$ cat src/rtl/ysyx_22040759_axi_bridge_pkg.sv
// Shared types, AXI encodings and lane helpers for the MEM-stage AXI bridge.
package ysyx_22040759_axi_bridge_pkg;

    localparam int unsigned DATA_W = 64;
    localparam int unsigned STRB_W = DATA_W / 8;

    localparam logic [1:0] RESP_OKAY   = 2'b00;
    localparam logic [1:0] RESP_SLVERR = 2'b10;
    localparam logic [1:0] BURST_INCR  = 2'b01;
    localparam logic [7:0] LEN_SINGLE  = 8'd0;

    typedef enum logic [2:0] {
        ST_IDLE,
        ST_AR,
        ST_R,
        ST_AWW,
        ST_B,
        ST_RESP
    } state_t;

    typedef struct packed {
        logic        store;
        logic [63:0] addr;
        logic [1:0]  size;
    } mem_req_t;

    // Natural alignment: low size bits of the address must be zero.
    function automatic logic misaligned(input logic [2:0] off, input logic [1:0] size);
        case (size)
            2'd0:    return 1'b0;
            2'd1:    return off[0];
            2'd2:    return |off[1:0];
            default: return |off;
        endcase
    endfunction

    function automatic logic [STRB_W-1:0] strb_base(input logic [1:0] size);
        case (size)
            2'd0:    return 8'h01;
            2'd1:    return 8'h03;
            2'd2:    return 8'h0F;
            default: return 8'hFF;
        endcase
    endfunction

    function automatic logic [DATA_W-1:0] size_mask(input logic [1:0] size);
        case (size)
            2'd0:    return 64'h0000_0000_0000_00FF;
            2'd1:    return 64'h0000_0000_0000_FFFF;
            2'd2:    return 64'h0000_0000_FFFF_FFFF;
            default: return 64'hFFFF_FFFF_FFFF_FFFF;
        endcase
    endfunction

endpackage

$ cat src/rtl/ysyx_22040759_axi_bridge_lane.sv
// Byte-lane steering: store strobe/data shift-up and load data shift-down with size mask.
module ysyx_22040759_axi_bridge_lane
    import ysyx_22040759_axi_bridge_pkg::*;
(
    input  logic [2:0]        wr_off,
    input  logic [1:0]        wr_size,
    input  logic [DATA_W-1:0] wr_data,
    input  logic [2:0]        rd_off,
    input  logic [1:0]        rd_size,
    input  logic [DATA_W-1:0] rd_data,
    output logic [STRB_W-1:0] wstrb_c,
    output logic [DATA_W-1:0] wdata_c,
    output logic [DATA_W-1:0] rdata_c
);

    assign wstrb_c = strb_base(wr_size) << wr_off;
    assign wdata_c = wr_data << {wr_off, 3'b000};
    assign rdata_c = (rd_data >> {rd_off, 3'b000}) & size_mask(rd_size);

endmodule

$ cat src/rtl/ysyx_22040759_axi_bridge.sv
// Single-beat AXI4 master for the MEM stage: one load/store per request, one outstanding.
module ysyx_22040759_axi_bridge
    import ysyx_22040759_axi_bridge_pkg::*;
#(
    parameter int unsigned AXI_AW = 32,
    parameter int unsigned ID_W   = 4,
    parameter int unsigned AXI_ID = 0
) (
    input  logic              clk,
    input  logic              rst,

    input  logic              mem_valid,
    input  logic              mem_req,
    input  logic [63:0]       mem_addr,
    input  logic [1:0]        mem_size,
    input  logic [63:0]       mem_data_write,
    output logic              mem_ready,
    output logic [63:0]       mem_data_read,
    output logic [1:0]        mem_resp,

    output logic              axi_awvalid,
    input  logic              axi_awready,
    output logic [AXI_AW-1:0] axi_awaddr,
    output logic [ID_W-1:0]   axi_awid,
    output logic [7:0]        axi_awlen,
    output logic [2:0]        axi_awsize,
    output logic [1:0]        axi_awburst,

    output logic              axi_wvalid,
    input  logic              axi_wready,
    output logic [63:0]       axi_wdata,
    output logic [7:0]        axi_wstrb,
    output logic              axi_wlast,

    input  logic              axi_bvalid,
    output logic              axi_bready,
    input  logic [1:0]        axi_bresp,
    input  logic [ID_W-1:0]   axi_bid,

    output logic              axi_arvalid,
    input  logic              axi_arready,
    output logic [AXI_AW-1:0] axi_araddr,
    output logic [ID_W-1:0]   axi_arid,
    output logic [7:0]        axi_arlen,
    output logic [2:0]        axi_arsize,
    output logic [1:0]        axi_arburst,

    input  logic              axi_rvalid,
    output logic              axi_rready,
    input  logic [63:0]       axi_rdata,
    input  logic [1:0]        axi_rresp,
    input  logic              axi_rlast,
    input  logic [ID_W-1:0]   axi_rid
);

    state_t            state_q, state_d;
    mem_req_t          req_q, req_d;
    logic [DATA_W-1:0] wdata_d, data_read_d;
    logic [STRB_W-1:0] wstrb_d;
    logic [1:0]        resp_d;
    logic              arvalid_d, awvalid_d, wvalid_d, rready_d, bready_d, mem_ready_d;

    logic [STRB_W-1:0] lane_wstrb;
    logic [DATA_W-1:0] lane_wdata, lane_rdata;

    ysyx_22040759_axi_bridge_lane u_lane (
        .wr_off  (mem_addr[2:0]),
        .wr_size (mem_size),
        .wr_data (mem_data_write),
        .rd_off  (req_q.addr[2:0]),
        .rd_size (req_q.size),
        .rd_data (axi_rdata),
        .wstrb_c (lane_wstrb),
        .wdata_c (lane_wdata),
        .rdata_c (lane_rdata)
    );

    // Address/control fields come straight from the latched request.
    assign axi_araddr  = req_q.addr[AXI_AW-1:0];
    assign axi_awaddr  = req_q.addr[AXI_AW-1:0];
    assign axi_arsize  = {1'b0, req_q.size};
    assign axi_awsize  = {1'b0, req_q.size};
    assign axi_arid    = ID_W'(AXI_ID);
    assign axi_awid    = ID_W'(AXI_ID);
    assign axi_arlen   = LEN_SINGLE;
    assign axi_awlen   = LEN_SINGLE;
    assign axi_arburst = BURST_INCR;
    assign axi_awburst = BURST_INCR;
    assign axi_wlast   = 1'b1;

    logic unused_ok;
    assign unused_ok = ^{axi_rid, axi_bid, axi_rlast, req_q.addr};

    // Next-state and next-output logic.
    always_comb begin
        state_d     = state_q;
        req_d       = req_q;
        wdata_d     = axi_wdata;
        wstrb_d     = axi_wstrb;
        arvalid_d   = axi_arvalid;
        awvalid_d   = axi_awvalid;
        wvalid_d    = axi_wvalid;
        rready_d    = axi_rready;
        bready_d    = axi_bready;
        mem_ready_d = 1'b0;
        data_read_d = mem_data_read;
        resp_d      = mem_resp;

        case (state_q)
            ST_IDLE: begin
                if (mem_valid) begin
                    req_d   = '{store: mem_req, addr: mem_addr, size: mem_size};
                    wdata_d = lane_wdata;
                    wstrb_d = lane_wstrb;
                    if (misaligned(mem_addr[2:0], mem_size)) begin
                        state_d     = ST_RESP;
                        mem_ready_d = 1'b1;
                        data_read_d = '0;
                        resp_d      = RESP_SLVERR;
                    end else if (mem_req) begin
                        state_d   = ST_AWW;
                        awvalid_d = 1'b1;
                        wvalid_d  = 1'b1;
                    end else begin
                        state_d   = ST_AR;
                        arvalid_d = 1'b1;
                    end
                end
            end
            ST_AR: begin
                if (axi_arready) begin
                    arvalid_d = 1'b0;
                    rready_d  = 1'b1;
                    state_d   = ST_R;
                end
            end
            ST_R: begin
                if (axi_rvalid) begin
                    rready_d    = 1'b0;
                    data_read_d = lane_rdata;
                    resp_d      = axi_rresp;
                    mem_ready_d = 1'b1;
                    state_d     = ST_RESP;
                end
            end
            ST_AWW: begin
                // A low valid doubles as the channel's done flag.
                if (axi_awready) awvalid_d = 1'b0;
                if (axi_wready)  wvalid_d  = 1'b0;
                if (!awvalid_d && !wvalid_d) begin
                    bready_d = 1'b1;
                    state_d  = ST_B;
                end
            end
            ST_B: begin
                if (axi_bvalid) begin
                    bready_d    = 1'b0;
                    data_read_d = '0;
                    resp_d      = axi_bresp;
                    mem_ready_d = 1'b1;
                    state_d     = ST_RESP;
                end
            end
            ST_RESP: begin
                state_d = ST_IDLE;
            end
            default: begin
                state_d = ST_IDLE;
            end
        endcase
    end

    always_ff @(posedge clk or posedge rst) begin
        if (rst) begin
            state_q       <= ST_IDLE;
            req_q         <= '0;
            axi_wdata     <= '0;
            axi_wstrb     <= '0;
            axi_arvalid   <= 1'b0;
            axi_awvalid   <= 1'b0;
            axi_wvalid    <= 1'b0;
            axi_rready    <= 1'b0;
            axi_bready    <= 1'b0;
            mem_ready     <= 1'b0;
            mem_data_read <= '0;
            mem_resp      <= RESP_OKAY;
        end else begin
            state_q       <= state_d;
            req_q         <= req_d;
            axi_wdata     <= wdata_d;
            axi_wstrb     <= wstrb_d;
            axi_arvalid   <= arvalid_d;
            axi_awvalid   <= awvalid_d;
            axi_wvalid    <= wvalid_d;
            axi_rready    <= rready_d;
            axi_bready    <= bready_d;
            mem_ready     <= mem_ready_d;
            mem_data_read <= data_read_d;
            mem_resp      <= resp_d;
        end
    end

endmodule
$ cat config.mk
export PLATFORM = sky130hd
export DESIGN_NAME = ysyx_22040759_axi_bridge
export DESIGN_NICKNAME = d
export VERILOG_FILES = /design/src/rtl/ysyx_22040759_axi_bridge_pkg.sv /design/src/rtl/ysyx_22040759_axi_bridge_lane.sv /design/src/rtl/ysyx_22040759_axi_bridge.sv
export SDC_FILE = /design/constraint.sdc
export NUM_CORES = 1
export LEC_CHECK = 0
export CORE_AREA = 2 2 179 181
export DETAILED_ROUTE_END_ITERATION = 10
export DIE_AREA = 0 0 181 183
export HOLD_SLACK_MARGIN = 0.08
export PLACE_DENSITY = 0.71
export SLEW_MARGIN = 15
export SYNTH_ARGS = -nofsm -noshare
export SYNTH_HDL_FRONTEND = slang
export SYNTH_SLANG_ARGS = --single-unit
$ cat constraint.sdc
create_clock -name clk -period 5.7 [get_ports clk]
set_input_delay 0.855 -clock clk [delete_from_list [all_inputs] [get_ports clk]]
set_output_delay 0.855 -clock clk [all_outputs]
set_load 0.1 [all_outputs]
# ---- After elaboration in Yosys (flattened, before gate mapping)
# Index checks and enable logic that the tools add are counted.
dict set report classes {
  n_eq_ne 17
  shift 3
  muxes 48
  bitwise 1
  n_reduce_logical 20
}
# operator count
set op_table {}
lappend op_table {{$pmux 64 s3} 2}
lappend op_table {{$mux 64} 4}
lappend op_table {{$and 64x64->64} 1}
lappend op_table {{$shl 64x6->64} 1}
lappend op_table {{$shr 64x6->64} 1}
lappend op_table {{$pmux 8 s3} 1}
lappend op_table {{$mux 1} 21}
lappend op_table {{$mux 3} 6}
lappend op_table {{$ne 2x2->1 const B} 9}
lappend op_table {{$pmux 3 s5} 1}
lappend op_table {{$reduce_and 5->1} 3}
lappend op_table {{$mux 2} 5}
lappend op_table {{$pmux 1 s2} 5}
lappend op_table {{$reduce_bool 2->1} 4}
lappend op_table {{$shl 8x3->8} 1}
lappend op_table {{$eq 3x2->1 const B} 2}
lappend op_table {{$pmux 1 s3} 2}
lappend op_table {{$pmux 2 s3} 1}
lappend op_table {{$reduce_and 3->1} 2}
lappend op_table {{$eq 2x1->1 const B} 2}
lappend op_table {{$eq 2x2->1 const B} 2}
lappend op_table {{$logic_not 2->1} 2}
lappend op_table {{$reduce_and 4->1} 1}
lappend op_table {{$eq 3x1->1 const B} 1}
lappend op_table {{other kinds (8)} 9}
dict set report totals {
  reg_bits 181
  in_bits 216
  out_inout_bits 243
  elab_cells 102
}

# ---- Longest topological paths before layout
dict set report depth {
  word_depth 7
  ltp_mapped 7
  ltp_nobuf 4
}

# ---- Hierarchy
# A second synthesis with hierarchy kept.
dict set report hier_totals {
  cells_unflattened 1045
  hier_area_um2 11461.0
}
# mod instances cells_each area_each_um2 seq_area_each_um2
set modules_own_cells {}
lappend modules_own_cells {ysyx_22040759_axi_bridge 1 506 7352.1 4529.3}
lappend modules_own_cells {ysyx_22040759_axi_bridge_lane 1 539 4108.9 0.0}

# ---- Least setup slack after synthesis
# No wires, ideal clock.
dict set report synth_path {
  path_type {register to register}
  startpoint {register req_q, in the netlist axi_araddr[1]}
  endpoint {register mem_data_read[11]}
  setup_time_ns 0.128
  arrival_ns 2.272
  t_required_ns 5.572
  slack_ns 3.300
  path_stages_with_launch 7
  path_buffers 2
  period_less_slack_ns 2.400
  path_cell_list {dfrtp_1 buf_4 buf_4 mux2i_1 a2bb2oi_1 o22ai_1 mux2_1}
}
dict set report synth_via {
  elab_chain_cells 4
}
# element line
set synth_rtl {}
lappend synth_rtl {{from (decl)} ysyx_22040759_axi_bridge.sv:57} ;# mem_req_t req_q, req_d;
lappend synth_rtl {{from (signal assigned)} ysyx_22040759_axi_bridge.sv:189} ;# req_q <= req_d;
lappend synth_rtl {{$shr 64x6->64} ysyx_22040759_axi_bridge_lane.sv:18} ;# assign rdata_c = (rd_data >> {rd_off, 3'b000}) & size_mask(rd_size);
lappend synth_rtl {{$and 64x64->64} ysyx_22040759_axi_bridge_lane.sv:18}
lappend synth_rtl {{$mux 64} ysyx_22040759_axi_bridge.sv:138} ;# if (axi_rvalid) begin
lappend synth_rtl {{$pmux 64 s3} ysyx_22040759_axi_bridge.sv:109} ;# case (state_q)
lappend synth_rtl {{to (signal assigned)} ysyx_22040759_axi_bridge.sv:198} ;# mem_data_read <= data_read_d;
lappend synth_rtl {{to (decl)} ysyx_22040759_axi_bridge.sv:18} ;# output logic [63:0] mem_data_read,
# Every way passes these cells. The select of a mux whose other input is x is not followed.
# A chain may end at the register's enable or synchronous reset.

# ---- Worst setup path in the final report
dict set report layout_path {
  startpoint {register req_q, in the netlist axi_araddr[0]}
  endpoint {output axi_awaddr[0]}
}
# element line
set layout_rtl {}
lappend layout_rtl {{to (decl)} ysyx_22040759_axi_bridge.sv:23} ;# output logic [AXI_AW-1:0] axi_awaddr,
# No word-level cell between the ends.

==> impl_metrics.py <==
metrics = {
    "synth": {
        "synth_edf_count": 0,
        "yosys_warnings": 0,
        "ys_seq_area_share_pct": 41.3,
        "syn_area_per_cell_sq_um": 10.9,
        "postSynthCellCount": 1007,
        "async_reset_ff_share_pct": 100,
        "ys_seq_elements": 181,
        "ys.flop_type": "dfrtp_1",
        "syn-cell-area_sq_um": 11000,
        "ys_types": 53,
    },
    "global_routing": {
        "antenna_found_initial": 3,
        "grt_use_total_pct": 22.8,
        "grt_pass1_vias": 9402,
        "grt_pass1_wl_um": 57600,
        "grt_max_degree": 99,
        "gr-total-overflow": 0,
    },
    "sta": {
        "relSlewSlack_pct": 27.7,
        "rsz0062_at_grt": "no",
        "setup_viol": 0,
        "worst_pin_slew_ps": 1080,
        "fin_crit_ps": 3490,
        "whs_ps": 478,
        "max_freq_mhz": 286,
        "setup_tns_ps": 0,
        "finClkSkew_ps": 16.0,
        "timing_hold_violations_final": 0,
        "period_share_pct": 61.3,
        "slew_viol_final": 0,
    },
    "critical_path": {
        "cpLargestDelayFamily": "buffers and inverters",
        "critPathKind": "reg -> out",
        "critPathLaunchType": "register",
        "cp_cell_sequence": "clkdlybuf4s50_1",
        "reg2reg_from": "axi_araddr[1]",
        "worstSetupStartpoint": "axi_araddr[0]",
        "rrSetupSlack_ps": 2570,
        "cp.required_ps": 4850,
        "critPathMaxFanout": 34,
        "path_buf_inv": 1,
        "crit_path_max_incr_delay_ps": 1280,
        "slowest_stage": "clkdlybuf4s50_1",
        "setup.worst_path.end_class": "output pin",
        "arrival_ps": 2640,
    },
    "cts": {
        "clkSinkCount": 181,
        "clkTransAtPathRegs_ps": 80,
        "cts_root_buf": "clkbuf_16",
        "clock_latency_ps": 440,
        "cts_inserted_buffers": 17,
        "htree_levels": 4,
        "cts_setup_buffers": 0,
        "cts_resized": 0,
        "cts.path.max_buffers": 2,
        "cts_tree": "built",
        "postCtsHoldBufs": 0,
    },
    "floorplanning": {
        "die-area_sq_um": 33100,
        "io_pins": 459,
        "fp-row-count": 65,
        "dieHeight_um": 183,
        "dieWidth_um": 181,
        "initial_core_util_pct": 35.1,
        "core_area_sq_um": 31200,
    },
    "place": {
        "hpwlAfterDp_um": 27800,
        "numPortBuffers": 386,
        "place.gp.congestion": 0.870,
    },
    "route": {
        "drt-met1-wl_um": 14900,
        "drtIter0Drc": 650,
        "vias_per_cell": 5.33,
        "met2WireLength_um": 18300,
        "top_layer_used": "met4",
        "first_pass_iters": 5,
        "postRouteAntennaNets": 0,
        "route.met3.wl_um": 3510,
        "wl_um": 38000,
        "routedWlPerCell_um": 22.0,
        "drc": 0,
        "num_vias": 9200,
    },
    "layout": {
        "seq_area_sq_um": 4530,
        "nets": 1524,
        "layout-drive-gt1-share_pct": 11.4,
        "fill_cells": 2891,
        "area_growth_pct": 39.3,
        "multi_input_area_sq_um": 5520,
    },
    "outcome": {
        "run_status": "complete, no violations",
    },
    "min_path": {
        "hold_path_class": "reg -> reg",
        "hold_start": "axi_wdata[11]",
    },
    "flow_run": {
        "maxCapViolCount": 0,
    },
}
final cells by class:
class / instances / area share [%]
diodes: 3 / 0.0492
clock buffers: 17 / 2.79
clock inverters: 15 / 1.51
inverters: 18 / 0.467
multi-input cells: 691 / 36.2
flip-flops and latches: 181 / 29.7
well taps: 402 / 3.30
repair buffers: 399 / 26.0
path summary, 6_finish.rpt:
| path | cells past startpoint | end |
|---|---|---|
| hold reg to reg | 2 | axi_wdata[11] |
| max in group asynchronous | 3 | axi_araddr[1] |
| min in group asynchronous | 2 | axi_araddr[0] |
| hold / removal | 2 | axi_wdata[11] |
| setup reg to reg | 5 | mem_data_read[11] |
| setup / recovery | 1 | axi_awaddr[0] |
flip-flops by register name, summed over array words and instances, names as in the netlist:
name / count
axi_wdata: 64
mem_data_read: 64
axi_araddr: 32
axi_wstrb: 8
state_q: 3
axi_arsize: 2
mem_resp: 2
axi_arvalid: 1
axi_awvalid: 1
axi_bready: 1
axi_rready: 1
axi_wvalid: 1
mem_ready: 1
per-layer routing:
metal	global-route usage (%)	vias up
met5	0	-
met4	8.94	0
met3	7.82	56
met2	37.9	411
met1	27.4	4542
li1	-	4191
layout by cell type, fill, tap and decap left out, types with 8 or more instances in the layout:
cell | Yosys | layout
dfrtp_1 | 181 | 179
a2bb2oi_1 | 8 | 8
nor3_1 | 19 | 19
clkbuf_16 | 0 | 17
mux2i_1 | 129 | 129
buf_4 | 77 | 14
o31ai_1 | 13 | 13
conb_1 | 2 | 31
nor2_1 | 43 | 42
nor2b_1 | 13 | 13
a22oi_1 | 9 | 9
o22ai_1 | 8 | 8
a22o_1 | 25 | 25
a211oi_1 | 17 | 17
clkdlybuf4s50_1 | 0 | 384
o21ai_0 | 32 | 32
inv_1 | 15 | 14
mux4_2 | 48 | 48
o2bb2ai_1 | 33 | 33
nand2_1 | 151 | 151
a21oi_1 | 24 | 24
mux2_2 | 40 | 40
a221oi_1 | 8 | 8
cell usage after synthesis (2+ instances only):
| cell | n | area (sq um) |
|---|---|---|
| a2111oi_0 | 2 | 17.5 |
| a211oi_1 | 17 | 128 |
| a21o_1 | 4 | 30.0 |
| a21oi_1 | 24 | 120 |
| a221oi_1 | 8 | 70.1 |
| a22o_1 | 25 | 219 |
| a22oi_1 | 9 | 67.6 |
| a2bb2oi_1 | 8 | 70.1 |
| and3_1 | 2 | 12.5 |
| buf_1 | 4 | 15.0 |
| buf_2 | 36 | 180 |
| buf_4 | 77 | 578 |
| buf_6 | 11 | 124 |
| clkbuf_1 | 18 | 67.6 |
| conb_1 | 2 | 7.51 |
| dfrtp_1 | 181 | 4530 |
| inv_1 | 15 | 56.3 |
| inv_2 | 2 | 7.51 |
| mux2_1 | 3 | 33.8 |
| mux2_2 | 40 | 450 |
| mux2i_1 | 129 | 1290 |
| mux4_2 | 48 | 1080 |
| nand2_1 | 151 | 567 |
| nand3_1 | 3 | 15.0 |
| nand3b_1 | 2 | 15.0 |
| nor2_1 | 43 | 161 |
| nor2b_1 | 13 | 81.3 |
| nor3_1 | 19 | 95.1 |
| o211ai_1 | 3 | 22.5 |
| o21a_1 | 2 | 15.0 |
| o21ai_0 | 32 | 160 |
| o21ai_2 | 2 | 17.5 |
| o22ai_1 | 8 | 50.1 |
| o2bb2ai_1 | 33 | 289 |
| o31ai_1 | 13 | 97.6 |
kinds of logic after synthesis:
kind of cell / share of synthesized area, %
other: 0.0685
buffers and inverters: 9.42
muxes: 26.1
AOI/OAI and AO/OA: 13.2
DFF: 41.3
and+or+nand+nor: 9.90
worst min-delay path: stages, from the launching register on:
cell,delay [ps]
dfrtp_1,340
nand2_1,50
o31ai_1,50
metrics by stage:
stage	utilization, %	area (sq um)	setup WS, ps	cells
2_1_floorplan	-	11100	2520	1036
3_3_place_gp	46.8	14600	2000	1691
3_5_place_dp	46.8	14600	1940	1691
4_1_cts	48.9	15300	2170	1723
5_1_grt	48.9	15300	2110	1725
6_report	48.9	15300	2210	1726
Power is left out: the tool's default activity adds up to more than one toggle a clock period on the data nets, which glitch-free logic cannot reach.
